--- src/rtl/led_ctrl_pkg.sv ---
// Purpose: shared LED mode encoding and mode-advance order for the LED controller.
// Latency: pure types and combinational helpers, no state.
// Backpressure: none.
package led_ctrl_pkg;

  typedef enum logic [1:0] {
    OFF        = 2'd0,
    ON         = 2'd1,
    BLINK_SLOW = 2'd2,
    BLINK_FAST = 2'd3
  } mode_t;

  // Button-press sequence: OFF -> ON -> BLINK_SLOW -> BLINK_FAST -> OFF.
  function automatic mode_t next_mode(mode_t m);
    mode_t r;
    unique case (m)
      OFF:        r = ON;
      ON:         r = BLINK_SLOW;
      BLINK_SLOW: r = BLINK_FAST;
      BLINK_FAST: r = OFF;
      default:    r = OFF;
    endcase
    return r;
  endfunction

  // True for the two modes that use the blink timebase.
  function automatic logic is_blink(mode_t m);
    return (m == BLINK_SLOW) || (m == BLINK_FAST);
  endfunction

endpackage

--- src/rtl/led_mode_controller_if.sv ---
// Purpose: board-side pins of the LED controller (raw button in, LED and mode out).
// Latency: wires only.
// Backpressure: none; level signals.
interface led_mode_controller_if;
  logic       button;
  logic       led;
  logic [1:0] mode;

  // Board / stimulus side drives the button and observes the LED.
  modport master (output button, input led, input mode);
  // Controller side.
  modport slave  (input button, output led, output mode);
endinterface

--- src/rtl/button_debouncer.sv ---
// Purpose: two-flop synchroniser, counter debounce and rising-edge press detect.
// Latency: a level change is accepted DEBOUNCE_CYCLES+2 edges after it reaches button_raw.
// Backpressure: none; press is a single-cycle strobe on the accepting edge.
module button_debouncer #(
  parameter int DEBOUNCE_CYCLES = 500000,
  parameter int CNT_W           = 25
) (
  input  logic clk,
  input  logic reset,
  input  logic button_raw,
  output logic btn_db,
  output logic press
);

  localparam logic [CNT_W-1:0] CNT_LAST = CNT_W'(DEBOUNCE_CYCLES - 1);

  logic             s1_q;
  logic             s2_q;
  logic             db_q;
  logic             db_d;
  logic [CNT_W-1:0] cnt_q;
  logic [CNT_W-1:0] cnt_d;

  // Bring the asynchronous button into the clk domain.
  always_ff @(posedge clk) begin
    if (reset) begin
      s1_q <= 1'b0;
      s2_q <= 1'b0;
    end else begin
      s1_q <= button_raw;
      s2_q <= s1_q;
    end
  end

  // Count consecutive disagreeing cycles; any bounce back restarts the count.
  always_comb begin
    cnt_d = cnt_q;
    db_d  = db_q;
    if (s2_q == db_q) begin
      cnt_d = '0;
    end else if (cnt_q == CNT_LAST) begin
      db_d  = s2_q;
      cnt_d = '0;
    end else begin
      cnt_d = cnt_q + 1'b1;
    end
  end

  // Debounced level and counter registers.
  always_ff @(posedge clk) begin
    if (reset) begin
      db_q  <= 1'b0;
      cnt_q <= '0;
    end else begin
      db_q  <= db_d;
      cnt_q <= cnt_d;
    end
  end

  // Press is combinational so the consumer updates on the same edge btn_db rises.
  always_comb begin
    btn_db = db_q;
    press  = ~db_q & db_d;
  end

endmodule

--- src/rtl/led_mode_controller.sv ---
// Purpose: mode FSM advanced by debounced presses, plus blink timebase and LED decode.
// Latency: mode changes on the edge the debounced button rises; led decodes registered state.
// Backpressure: none; every press is acted on.
module led_mode_controller
  import led_ctrl_pkg::*;
#(
  parameter int DEBOUNCE_CYCLES = 500000,
  parameter int SLOW_HALF       = 25000000,
  parameter int FAST_HALF       = 6250000,
  parameter int CNT_W           = 25
) (
  input  logic                  clk,
  input  logic                  reset,
  led_mode_controller_if.slave  io
);

  localparam logic [CNT_W-1:0] SLOW_LAST = CNT_W'(SLOW_HALF - 1);
  localparam logic [CNT_W-1:0] FAST_LAST = CNT_W'(FAST_HALF - 1);

  mode_t            mode_q;
  mode_t            mode_d;
  logic [CNT_W-1:0] blink_cnt_q;
  logic [CNT_W-1:0] blink_cnt_d;
  logic             phase_q;
  logic             phase_d;
  logic [CNT_W-1:0] half_last;
  logic             press;
  logic             btn_db;
  logic             btn_db_unused;

  button_debouncer #(
    .DEBOUNCE_CYCLES (DEBOUNCE_CYCLES),
    .CNT_W           (CNT_W)
  ) u_debounce (
    .clk        (clk),
    .reset      (reset),
    .button_raw (io.button),
    .btn_db     (btn_db),
    .press      (press)
  );

  // The debounced level itself is not needed here; only the press strobe is.
  assign btn_db_unused = btn_db;

  // Mode state register.
  always_ff @(posedge clk) begin
    if (reset) begin
      mode_q <= OFF;
    end else begin
      mode_q <= mode_d;
    end
  end

  // Advance one step per press; holding the button yields a single press.
  always_comb begin
    mode_d = mode_q;
    if (press) begin
      mode_d = next_mode(mode_q);
    end
  end

  // Blink half-period select and counter/phase next state; a press beats a wrap.
  always_comb begin
    half_last   = (mode_q == BLINK_FAST) ? FAST_LAST : SLOW_LAST;
    blink_cnt_d = '0;
    phase_d     = 1'b0;
    if (press) begin
      blink_cnt_d = '0;
      phase_d     = is_blink(mode_d);
    end else if (is_blink(mode_q)) begin
      if (blink_cnt_q == half_last) begin
        blink_cnt_d = '0;
        phase_d     = ~phase_q;
      end else begin
        blink_cnt_d = blink_cnt_q + 1'b1;
        phase_d     = phase_q;
      end
    end
  end

  // Blink timebase registers.
  always_ff @(posedge clk) begin
    if (reset) begin
      blink_cnt_q <= '0;
      phase_q     <= 1'b0;
    end else begin
      blink_cnt_q <= blink_cnt_d;
      phase_q     <= phase_d;
    end
  end

  // Output decode straight from registered state.
  always_comb begin
    io.led  = (mode_q == ON) | (is_blink(mode_q) & phase_q);
    io.mode = mode_q;
  end

endmodule

--- src/flat_wrapper.sv ---
// flat-port wrapper written by rule: the top's interface ports become plain ports
module led_mode_controller_flat import led_ctrl_pkg::*;
#(
  parameter int DEBOUNCE_CYCLES = 500000,
  parameter int SLOW_HALF       = 25000000,
  parameter int FAST_HALF       = 6250000,
  parameter int CNT_W           = 25
)
  (clk, reset, io_button, io_led, io_mode);
  led_mode_controller_if io_i ();
  input  logic clk;
  input  logic reset;
  input wire logic [$bits(io_i.button)-1:0] io_button;
  output wire logic [$bits(io_i.led)-1:0] io_led;
  output wire logic [$bits(io_i.mode)-1:0] io_mode;
  assign io_i.button = io_button;
  assign io_led = io_i.led;
  assign io_mode = io_i.mode;
  led_mode_controller #(.DEBOUNCE_CYCLES(DEBOUNCE_CYCLES), .SLOW_HALF(SLOW_HALF), .FAST_HALF(FAST_HALF), .CNT_W(CNT_W)) u_core (.clk(clk), .reset(reset), .io(io_i));
endmodule
--- config.mk ---
export PLATFORM = sky130hd
export DESIGN_NAME = led_mode_controller_flat
export DESIGN_NICKNAME = d
export VERILOG_FILES = /design/src/rtl/led_ctrl_pkg.sv /design/src/rtl/led_mode_controller_if.sv /design/src/rtl/button_debouncer.sv /design/src/rtl/led_mode_controller.sv /design/src/flat_wrapper.sv
export SDC_FILE = /design/constraint.sdc
export NUM_CORES = 1
export LEC_CHECK = 0
export BUFFER_PORTS_ARGS = -buffer_cell sky130_fd_sc_hd__buf_2
export CORE_ASPECT_RATIO = 1.75
export CORE_UTILIZATION = 45
export DETAILED_ROUTE_END_ITERATION = 10
export SKIP_CTS_REPAIR_TIMING = 1
export SLEW_MARGIN = 30
export SYNTH_ARGS = -nofsm -noshare
export SYNTH_HDL_FRONTEND = slang
export SYNTH_SLANG_ARGS = --single-unit
--- constraint.sdc ---
create_clock -name clk -period 2.1 [get_ports clk]
set_clock_uncertainty 0.1 [all_clocks]
set_input_delay 0.525 -clock clk [delete_from_list [all_inputs] [get_ports clk]]
set_output_delay 0.525 -clock clk [all_outputs]
set_load 0.1 [all_outputs]
==> impl_metrics.json <==
{
  "status": "complete, no violations",
  "worstPathArrival_ps": 1380,
  "layout-area-overhead-vs-synth_pct": 10.5,
  "netlist_instances": 293,
  "slew_headroom_pct": 67.9,
  "initial_utilization_pct": 46.2,
  "syn_area_per_cell_sq_um": 8.73,
  "io_pins": 6,
  "place_ws_ps": 131,
  "hold_start": "io_button",
  "synth_top_area_share_pct": 43.8,
  "fin_ws_ps": 94.0,
  "synth_top_cell_by_area": "dfxtp_1",
  "fin_nets": 316,
  "cts_buffers": 5,
  "dominantRegCellSynth": "dfxtp_1",
  "dr_total_vias": 1970,
  "dieHeight_um": 102,
  "antenna_left": 0,
  "cts_tree": "yes",
  "gr-total-overflow": 0,
  "yosysUniqueCellTypes": 35,
  "die_area_sq_um": 6000,
  "ys_warn_count": 0,
  "io_buffers": 5,
  "setup_viol": 0,
  "synth_nets": 301,
  "r2r-start": "u_core.blink_cnt_q[8]",
  "place_hpwl_um": 3650,
  "critPathCaptureType": "output port",
  "peakVddDrop_uv": 413,
  "die_x_um": 59.0,
  "htree_levels": 2,
  "clk_pin_slew_ps": 100,
  "cts_sinks": 56,
  "cts-root-buf": "clkbuf_8",
  "crit_fanout": 4,
  "viasPerCell": 5.12,
  "drc_errors": 0,
  "ff2ff_path_depth": 6,
  "drive_gt1_share_pct": 10.7,
  "yosysSeqAreaShare_pct": 43.8,
  "powerDensity_nw_per_um2": 600,
  "worstPathRequired_ps": 1470,
  "tns_ps": 0,
  "drt_iter0_drc": 101,
  "hold_depth": 2,
  "maxCapViolCount": 0,
  "hp-class": "in -> reg",
  "startpoint_type": "flop",
  "synth_seq_cells": 56,
  "dpl.cell_count": 377,
  "hold_viol_final": 0,
  "period_share_pct": 95.5,
  "core_area_sq_um": 5540,
  "grt.total_usage_pct": 17.5,
  "async_flop_share_pct": 0,
  "worst_pin_slew_ps": 485,
  "diodes": 0,
  "drt-total-wl_um": 4810,
  "rsz0062_at_grt": "false",
  "clk_latency_ps": 310,
  "grt_max_degree": 26,
  "fmax_mhz": 499,
  "detail_route.wl_per_cell_um": 12.5,
  "p_leak_nw": 0.866,
  "synth_edf_count": 0,
  "place_congestion": 0.783,
  "worstSetupPathType": "reg -> out",
  "whs_ps": 331,
  "grt_pass1_wl_um": 8040,
  "period_minus_slack_ps": 2010,
  "firstDrtPassIters": 4,
  "yosys-top-cells-area": "dfxtp_1 (44%), nor2_1 (9.4%), xnor2_1 (8.9%), xor2_1 (7.2%), nand3_1 (3.3%)",
  "reg2reg_to": "u_core.blink_cnt_q[4]",
  "antenna_found_initial": 0,
  "netlist_area_sq_um": 2560,
  "clockBufferDepth": 2,
  "rrSetupSlack_ps": 110,
  "core.rowCount": 36,
  "first_global_vias": 1843,
  "finalMaxSlewViolations": 0,
  "instances_no_fill": 385,
  "hold_end": "u_core.u_debounce.s1_q"
}
[sequential cells by signal, indices dropped and copies added, names as in the netlist]
| register | flops |
|---|---|
| u_core.u_debounce.cnt_q | 25 |
| u_core.blink_cnt_q | 25 |
| u_core.u_debounce.btn_db | 1 |
| u_core.io.mode | 2 |
| u_core.phase_q | 1 |
| u_core.u_debounce.s1_q | 1 |
| u_core.u_debounce.s2_q | 1 |
[cell usage in the layout (no fill, tap or decap), drive strengths merged, types with 4 or more instances in the layout]
cell type   n
ha          5
and2        4
buf        17
nand3      17
nand2      20
nor4bb      4
nand4      13
nor3        9
dfxtp      56
xor2       21
inv         9
nor4        7
xnor2      26
and3        4
nor2       64
clkbuf      6
[stage by stage]
step / util (%) / area (sq um) / total power (W)
6_report: 51.0 / 2830 / 0.00170
5_1_grt: 51.0 / 2830 / 0.00176
4_1_cts: 50.8 / 2820 / 0.00172
3_5_place_dp: 49.1 / 2720 / 0.00110
3_3_place_gp: 49.1 / 2720 / 0.00110
2_1_floorplan: - / 2580 / 0.00109
[cells in the mapped netlist, types with 2 or more instances]
cell	instances
nand3_1	17
nor4b_1	3
nand4_1	12
nand2_1	20
nor2b_1	3
xnor2_1	26
or3_1	2
buf_2	3
o21ai_0	2
nor3_1	8
inv_1	8
nand2b_1	2
nor4_1	7
nor2_1	64
and2_1	4
xor2_1	21
a21oi_1	3
ha_1	5
dfxtp_1	56
and3_1	4
clkbuf_1	3
nor4bb_1	4
buf_8	2
and4_1	3
[worst max path at each step]
stage,from,to,slack [ps],depth (start not counted)
floorplan,u_core.io.mode[1],u_core.blink_cnt_q[14],80,8
global placement,u_core.blink_cnt_q[8],u_core.blink_cnt_q[18],160,6
detailed placement,u_core.blink_cnt_q[8],u_core.blink_cnt_q[18],130,6
CTS,u_core.io.mode[0],io_led,70,3
global route,u_core.blink_cnt_q[8],u_core.blink_cnt_q[4],2,6
finish,u_core.io.mode[0],io_led,90,3
[power breakdown]
part	switching, W	internal, W	total, W
sequential	0.00000136	0.00106	0.00106
combinational	0.00000742	0.00000414	0.0000116
clock	0.000352	0.000271	0.000622
total	0.000360	0.00134	0.00170
[layer usage]
layer	share of wire, %	GRT usage [%]
met2	57	34.4
met5	0	0
met1	39	16.6
met4	2.6	7.88
met3	1.7	3.32
[cell families after synthesis]
group	synth area share [%]
AND/OR/NAND/NOR	30.9
flip-flops	43.8
XOR/XNOR	16.1
buffers and inverters	3.82
AO/OA/AOI/OAI	2.94
adder cells (fa/ha/maj)	2.45
[critical path, cell delays in order, from the launching register on]
cell     delay [ps]
dfxtp_4         380
inv_1            90
o21ai_4         160
buf_2           440
[layout make-up]
cell class | count | area, sq um
clock inverter | 2 | 13.8
inverter | 8 | 30.0
tap | 76 | 95.1
sequential | 56 | 1130
clock buffer | 6 | 82.6
multi-input combinational | 220 | 1360
timing repair buffer | 17 | 119
fill | 567 | 2710
Power figures use the tool's default switching activity.
